==> config.mk <==
export PLATFORM = sky130hd
export DESIGN_NAME = priority_encoder_16x4
export DESIGN_NICKNAME = d
export VERILOG_FILES = /design/src/rtl/priority_encoder_16x4_pkg.sv /design/src/rtl/priority_encoder_16x4_comb.sv /design/src/rtl/priority_encoder_16x4.sv
export SDC_FILE = /design/constraint.sdc
export NUM_CORES = 1
export LEC_CHECK = 0
export ABC_AREA = 1
export BUFFER_PORTS_ARGS = -buffer_cell sky130_fd_sc_hd__buf_2
export CAP_MARGIN = 40
export CORE_AREA = 2 2 39 41
export CTS_BUF_LIST = sky130_fd_sc_hd__clkbuf_8
export DETAILED_ROUTE_END_ITERATION = 10
export DIE_AREA = 0 0 41 43
export PLACE_DENSITY = 0.59
export SYNTH_ARGS = -nofsm -noshare
export SYNTH_HDL_FRONTEND = slang
export SYNTH_SLANG_ARGS = --single-unit
==> constraint.sdc <==
create_clock -name clk -period 0.8 [get_ports clk]
set_input_delay 0.12 -clock clk [delete_from_list [all_inputs] [get_ports clk]]
set_output_delay 0.12 -clock clk [all_outputs]
set_load 0.1 [all_outputs]
==> src/rtl/priority_encoder_16x4_pkg.sv <==
// Shared types and helpers for the 16-to-4 priority encoder.
// Holds the width constants, request/index typedefs and the 4x2 leaf encoder.
package pe_pkg;

   localparam int IN_W  = 16;
   localparam int OUT_W = 4;
   localparam int GRP_W = 4;
   localparam int NUM_GRP = IN_W / GRP_W;

   typedef logic [IN_W-1:0]  req_t;
   typedef logic [OUT_W-1:0] idx_t;

   // Leaf 4x2 priority encoder, written as plain boolean equations so that
   // X on any input reaches the output instead of being absorbed by a case.
   function automatic logic [1:0] enc4(input logic [3:0] v);
      logic [1:0] r;
      r[1] = v[3] | v[2];
      r[0] = v[3] | (~v[2] & v[1]);
      return r;
   endfunction

endpackage

==> src/rtl/priority_encoder_16x4_comb.sv <==
// Combinational core: two-level tree of 4x2 priority encoders.
// The upper level picks the highest non-empty nibble, the lower level encodes inside it.
module priority_encoder_16x4_comb
   import pe_pkg::*;
(
   input  logic             en,
   input  logic [IN_W-1:0]  i,
   output logic [OUT_W-1:0] next_y,
   output logic             next_valid
);

   logic [NUM_GRP-1:0]                grp_any;
   logic [NUM_GRP-1:0][GRP_W-1:0]     grp_req;
   logic [NUM_GRP-1:0][GRP_W-1:0]     grp_masked;
   logic [1:0]                        hi_idx;
   logic [1:0]                        lo_idx;
   logic [GRP_W-1:0]                  sel_nib;

   genvar g;
   generate
      for (g = 0; g < NUM_GRP; g++) begin : g_grp
         assign grp_req[g]    = i[g*GRP_W +: GRP_W];
         assign grp_any[g]    = |grp_req[g];
         // AND-OR select keeps X on hi_idx visible in the selected nibble
         assign grp_masked[g] = grp_req[g] & {GRP_W{hi_idx == 2'(g)}};
      end
   endgenerate

   assign hi_idx = enc4(grp_any);

   always_comb begin
      sel_nib = '0;
      for (int k = 0; k < NUM_GRP; k++) begin
         sel_nib = sel_nib | grp_masked[k];
      end
   end

   assign lo_idx     = enc4(sel_nib);
   assign next_y     = {hi_idx, lo_idx} & {OUT_W{en}};
   assign next_valid = en & (|i);

endmodule

==> src/rtl/priority_encoder_16x4.sv <==
// Registered 16-to-4 priority encoder with enable; y/valid come straight from flops.
// One cycle latency, new encode every cycle, async active-low clear.
module priority_encoder_16x4
   import pe_pkg::*;
#(
   parameter int IN_W_P  = IN_W,
   parameter int OUT_W_P = OUT_W
) (
   input  logic               clk,
   input  logic               rst_n,
   input  logic               en,
   input  logic [IN_W_P-1:0]  i,
   output logic [OUT_W_P-1:0] y,
   output logic               valid
);

   idx_t next_y;
   logic next_valid;
   idx_t y_d, y_q;
   logic valid_d, valid_q;

   priority_encoder_16x4_comb u_comb (
      .en         (en),
      .i          (req_t'(i)),
      .next_y     (next_y),
      .next_valid (next_valid)
   );

   always_comb begin
      y_d     = next_y;
      valid_d = next_valid;
   end

   always_ff @(posedge clk or negedge rst_n) begin
      if (!rst_n) begin
         y_q     <= '0;
         valid_q <= 1'b0;
      end else begin
         y_q     <= y_d;
         valid_q <= valid_d;
      end
   end

   assign y     = OUT_W_P'(y_q);
   assign valid = valid_q;

endmodule

==> out/summary.log <==
[outcome] run status finished with violations
[outcome] violated checks setup timing
[layout] antenna cells 0
[drt] top routing layer in use met3
[pwr] peak supply drop 0.000541 V
[global_routing] total gr overflow 0
[setup_path] sum of buffers and inverters on the critical path 1
[drt] final wirelength 878 um
[setup_path] Crit Path Class register to output pin
[synthesis] sequential share of the synthesized area 37.2%
[synthesis] cell type with the highest aggregate area in the netlist dfrtp_1
[die] number of placement rows 14
[synthesis] Synth Register Bits 5
[run] max-cap check violation count 0
[layout] Area growth syn-to-layout 129%
[setup_path] number of gates on the worst path with buffers counted 1
[clock_tree] Max Buffers Root-to-Sink 2
[die] core area 1380 sq um
[die] vertical die dimension 43 um
[place] quantity of I/O buffers inserted on ports 23
[timing] final total negative setup slack -0.607 ns
[synthesis] net count after synthesis 67
[synthesis] Cell Area, Synth 337 sq um
[place] sum of net half-perimeters after detailed placement 719 um
[timing] maximum clock frequency 1100 MHz
[global_routing] vias in the first global route 405
[setup_path] Startpoint Class register
[setup_path] Worst EP arrival 0.79 ns
[setup_path] Crit-path slowest cell dfrtp_2
[timing] relative slew slack 84.2%
[drt] count of nets left with antenna violations after detail routing 0
[place] global placer's final weighted congestion 0.784
[setup_path] highest cell delay on the worst timing path 0.40 ns
[clock_tree] clock tree from TritonCTS done
[timing] final setup vio count 9
[setup_path] crit path max fanout 1
[setup_path] required time at the worst-slack endpoint 0.68 ns
[synthesis] number of warning messages in the yosys log 0
[clock_tree] number of buffers added by the clock tree synthesis step 3
[layout] fraction of layout cells with a size suffix above 1 67.8%
[clock_tree] H-tree depth 1
[drt] total number of vias 450
[drt] WL met1 311 um
[layout] final cell area excluding filler cells 769 sq um
[die] initial core utilization 24.3%
[setup_path] Worst Setup End Kind output pin
[synthesis] average cell area after synthesis 7.01 sq um
[drt] detailed route wirelength on metal3 86 um
[setup_path] end point of the critical path valid
[drt] final routed wire length divided by cell count 8.52 um
[pwr] Final Total Pwr 1.10 mW
[layout] layout net count 107
[layout] area used by multi-input combinational logic 231 sq um
[global_routing] first-pass GRT wire length 1420 um
[clock_tree] CTS root buffer clkbuf_8
[hold_path] Min-Delay Path Class input pin to register
[setup_path] ordered list of cells on the worst path buf_12
[pwr] power per standard cell area 1420 nW/um^2
[drt] length of the first detailed-routing pass in iterations 2
[timing] final worst slack -0.109 ns
[synthesis] area share of the leading cell type in the synthesized netlist 37.2%
[drt] vias per std cell 4.37
[clock_tree] Clk pin slew, worst setup/hold paths 0.03 ns
[timing] setup repair after global routing missed its margin true
[timing] final hold violation count 0
[pwr] leak pwr 0.377 nW
[drt] detailed-routed wire length on met2 481 um
[global_routing] maximum number of pins on one net before global-route repair 8
[layout] Filler cells 136
[die] die area 1760 sq um
[global_routing] global routing usage summed across all routing layers 11.8%
[die] I/O pin total 24
[setup_path] cell family contributing the most delay on the critical path flip-flops
[synthesis] number of distinct library cells after synthesis 13
[place] Setup Slack @ Placement -0.271 ns
[synthesis] largest cells by area after synthesis dfrtp_1 37%, nand2_1 12%, nor2_1 10%
[timing] minimum clock period after layout 0.909 ns
[synthesis] Post-Synthesis Cells 48
[global_routing] number of antenna violations at the first check in global routing 0
[layout] Sequential cell area 131 sq um
[die] DIE WIDTH 41 um
[timing] final slew viol count 0
[drt] post-detailed-route DRC marker count 0
[timing] pin slew with the least headroom to its limit 0.235 ns
[timing] post-route fraction of the period consumed by the critical path 114%
[drt] First DRT Iteration DRCs 1
[setup_path] crit path from valid
[place] placed inst area 623 sq um
[clock_tree] CTS sink count 5
## cell families (layout without fill, tap and decap cells)
logic type	after synthesis	after routing	share of synthesized area [%]
and+or+nand+nor	33	33	47.6
buffers and inverters	6	45	6.69
AOI/OAI and AO/OA	4	4	8.55
DFF	5	5	37.2
## layer usage
metal	up-vias	GRT usage, %
li1	230	-
met1	199	12.6
met2	21	19.7
met3	0	1.57
met4	0	8.00
met5	-	0
## cell usage in the layout, fill, tap and decap left out
| master | count |
|---|---|
| nand3_1 | 4 |
| clkbuf_8 | 3 |
| nor2_2 | 3 |
| nor4_1 | 1 |
| nand3_2 | 1 |
| nor2_1 | 5 |
| nor2_4 | 5 |
| buf_2 | 14 |
| buf_6 | 7 |
| a21oi_2 | 2 |
| inv_1 | 7 |
| a21oi_1 | 1 |
| or2_4 | 2 |
| a31oi_1 | 1 |
| dfrtp_2 | 5 |
| buf_12 | 5 |
| nand2_1 | 8 |
| dlygate4sd3_1 | 1 |
| nand2_2 | 4 |
| buf_4 | 8 |
## per-stage QoR
stage | std cells | util [%] | hold WS, ns
final | 103 | 55.6 | 0.175
after global routing | 103 | 55.6 | 0.196
after CTS | 101 | 51.0 | 0.169
after detailed placement | 94 | 45.0 | -0.0625
after global placement | 94 | 45.0 | -0.0661
after floorplan | 48 | - | -0.176
## registers in the layout (all words and copies together), names as in the netlist
name / cells
y: 4
valid: 1
## final cells by class
cell class,count,share of cell area [%]
Timing Repair Buffer,35,41.5
Clock buffer,3,5.37
Sequential cell,5,17.1
Inverter,6,2.93
Tap cell,16,2.60
Multi-Input combinational cell,37,30.1
Clock inverter,1,0.488
## worst min-delay path by stage
stage	startpoint	end	slack, ns	cells after the start
after global placement	rst_n	valid	-0.07	1
after floorplan	rst_n	valid	-0.18	0
final	i[0]	valid	0.17	3
after detailed placement	rst_n	y[0]	-0.06	1
after global routing	i[0]	valid	0.20	3
after CTS	i[0]	valid	0.17	3
## what timing repair did
action                                 4_1_cts  5_1_grt
pin swaps                                    9        9
resized for setup                            2       13
gates cloned                                 0        0
hold buffers                                 1        0
setup endpoints to repair                    7        9
endpoints found under the hold margin        5        0
setup buffers                                2        3
## synthesized netlist by cell type
cell type,number
a21oi_2,2
nor2_2,2
nor2_1,9
a21oi_1,1
dfrtp_1,5
or2_2,2
nor2_4,2
nand3_1,5
a31oi_1,1
nand2_2,1
nor4_1,1
inv_1,6
nand2_1,11
## where the power goes
part           total (mW)  internal, mW  leakage [nW]  switching [mW]
logic               0.364         0.163         0.296           0.202
registers           0.285         0.273        0.0545          0.0121
clock network       0.447         0.328        0.0269           0.118
total                1.10         0.764         0.377           0.332
(Power assumes the default switching activity.)
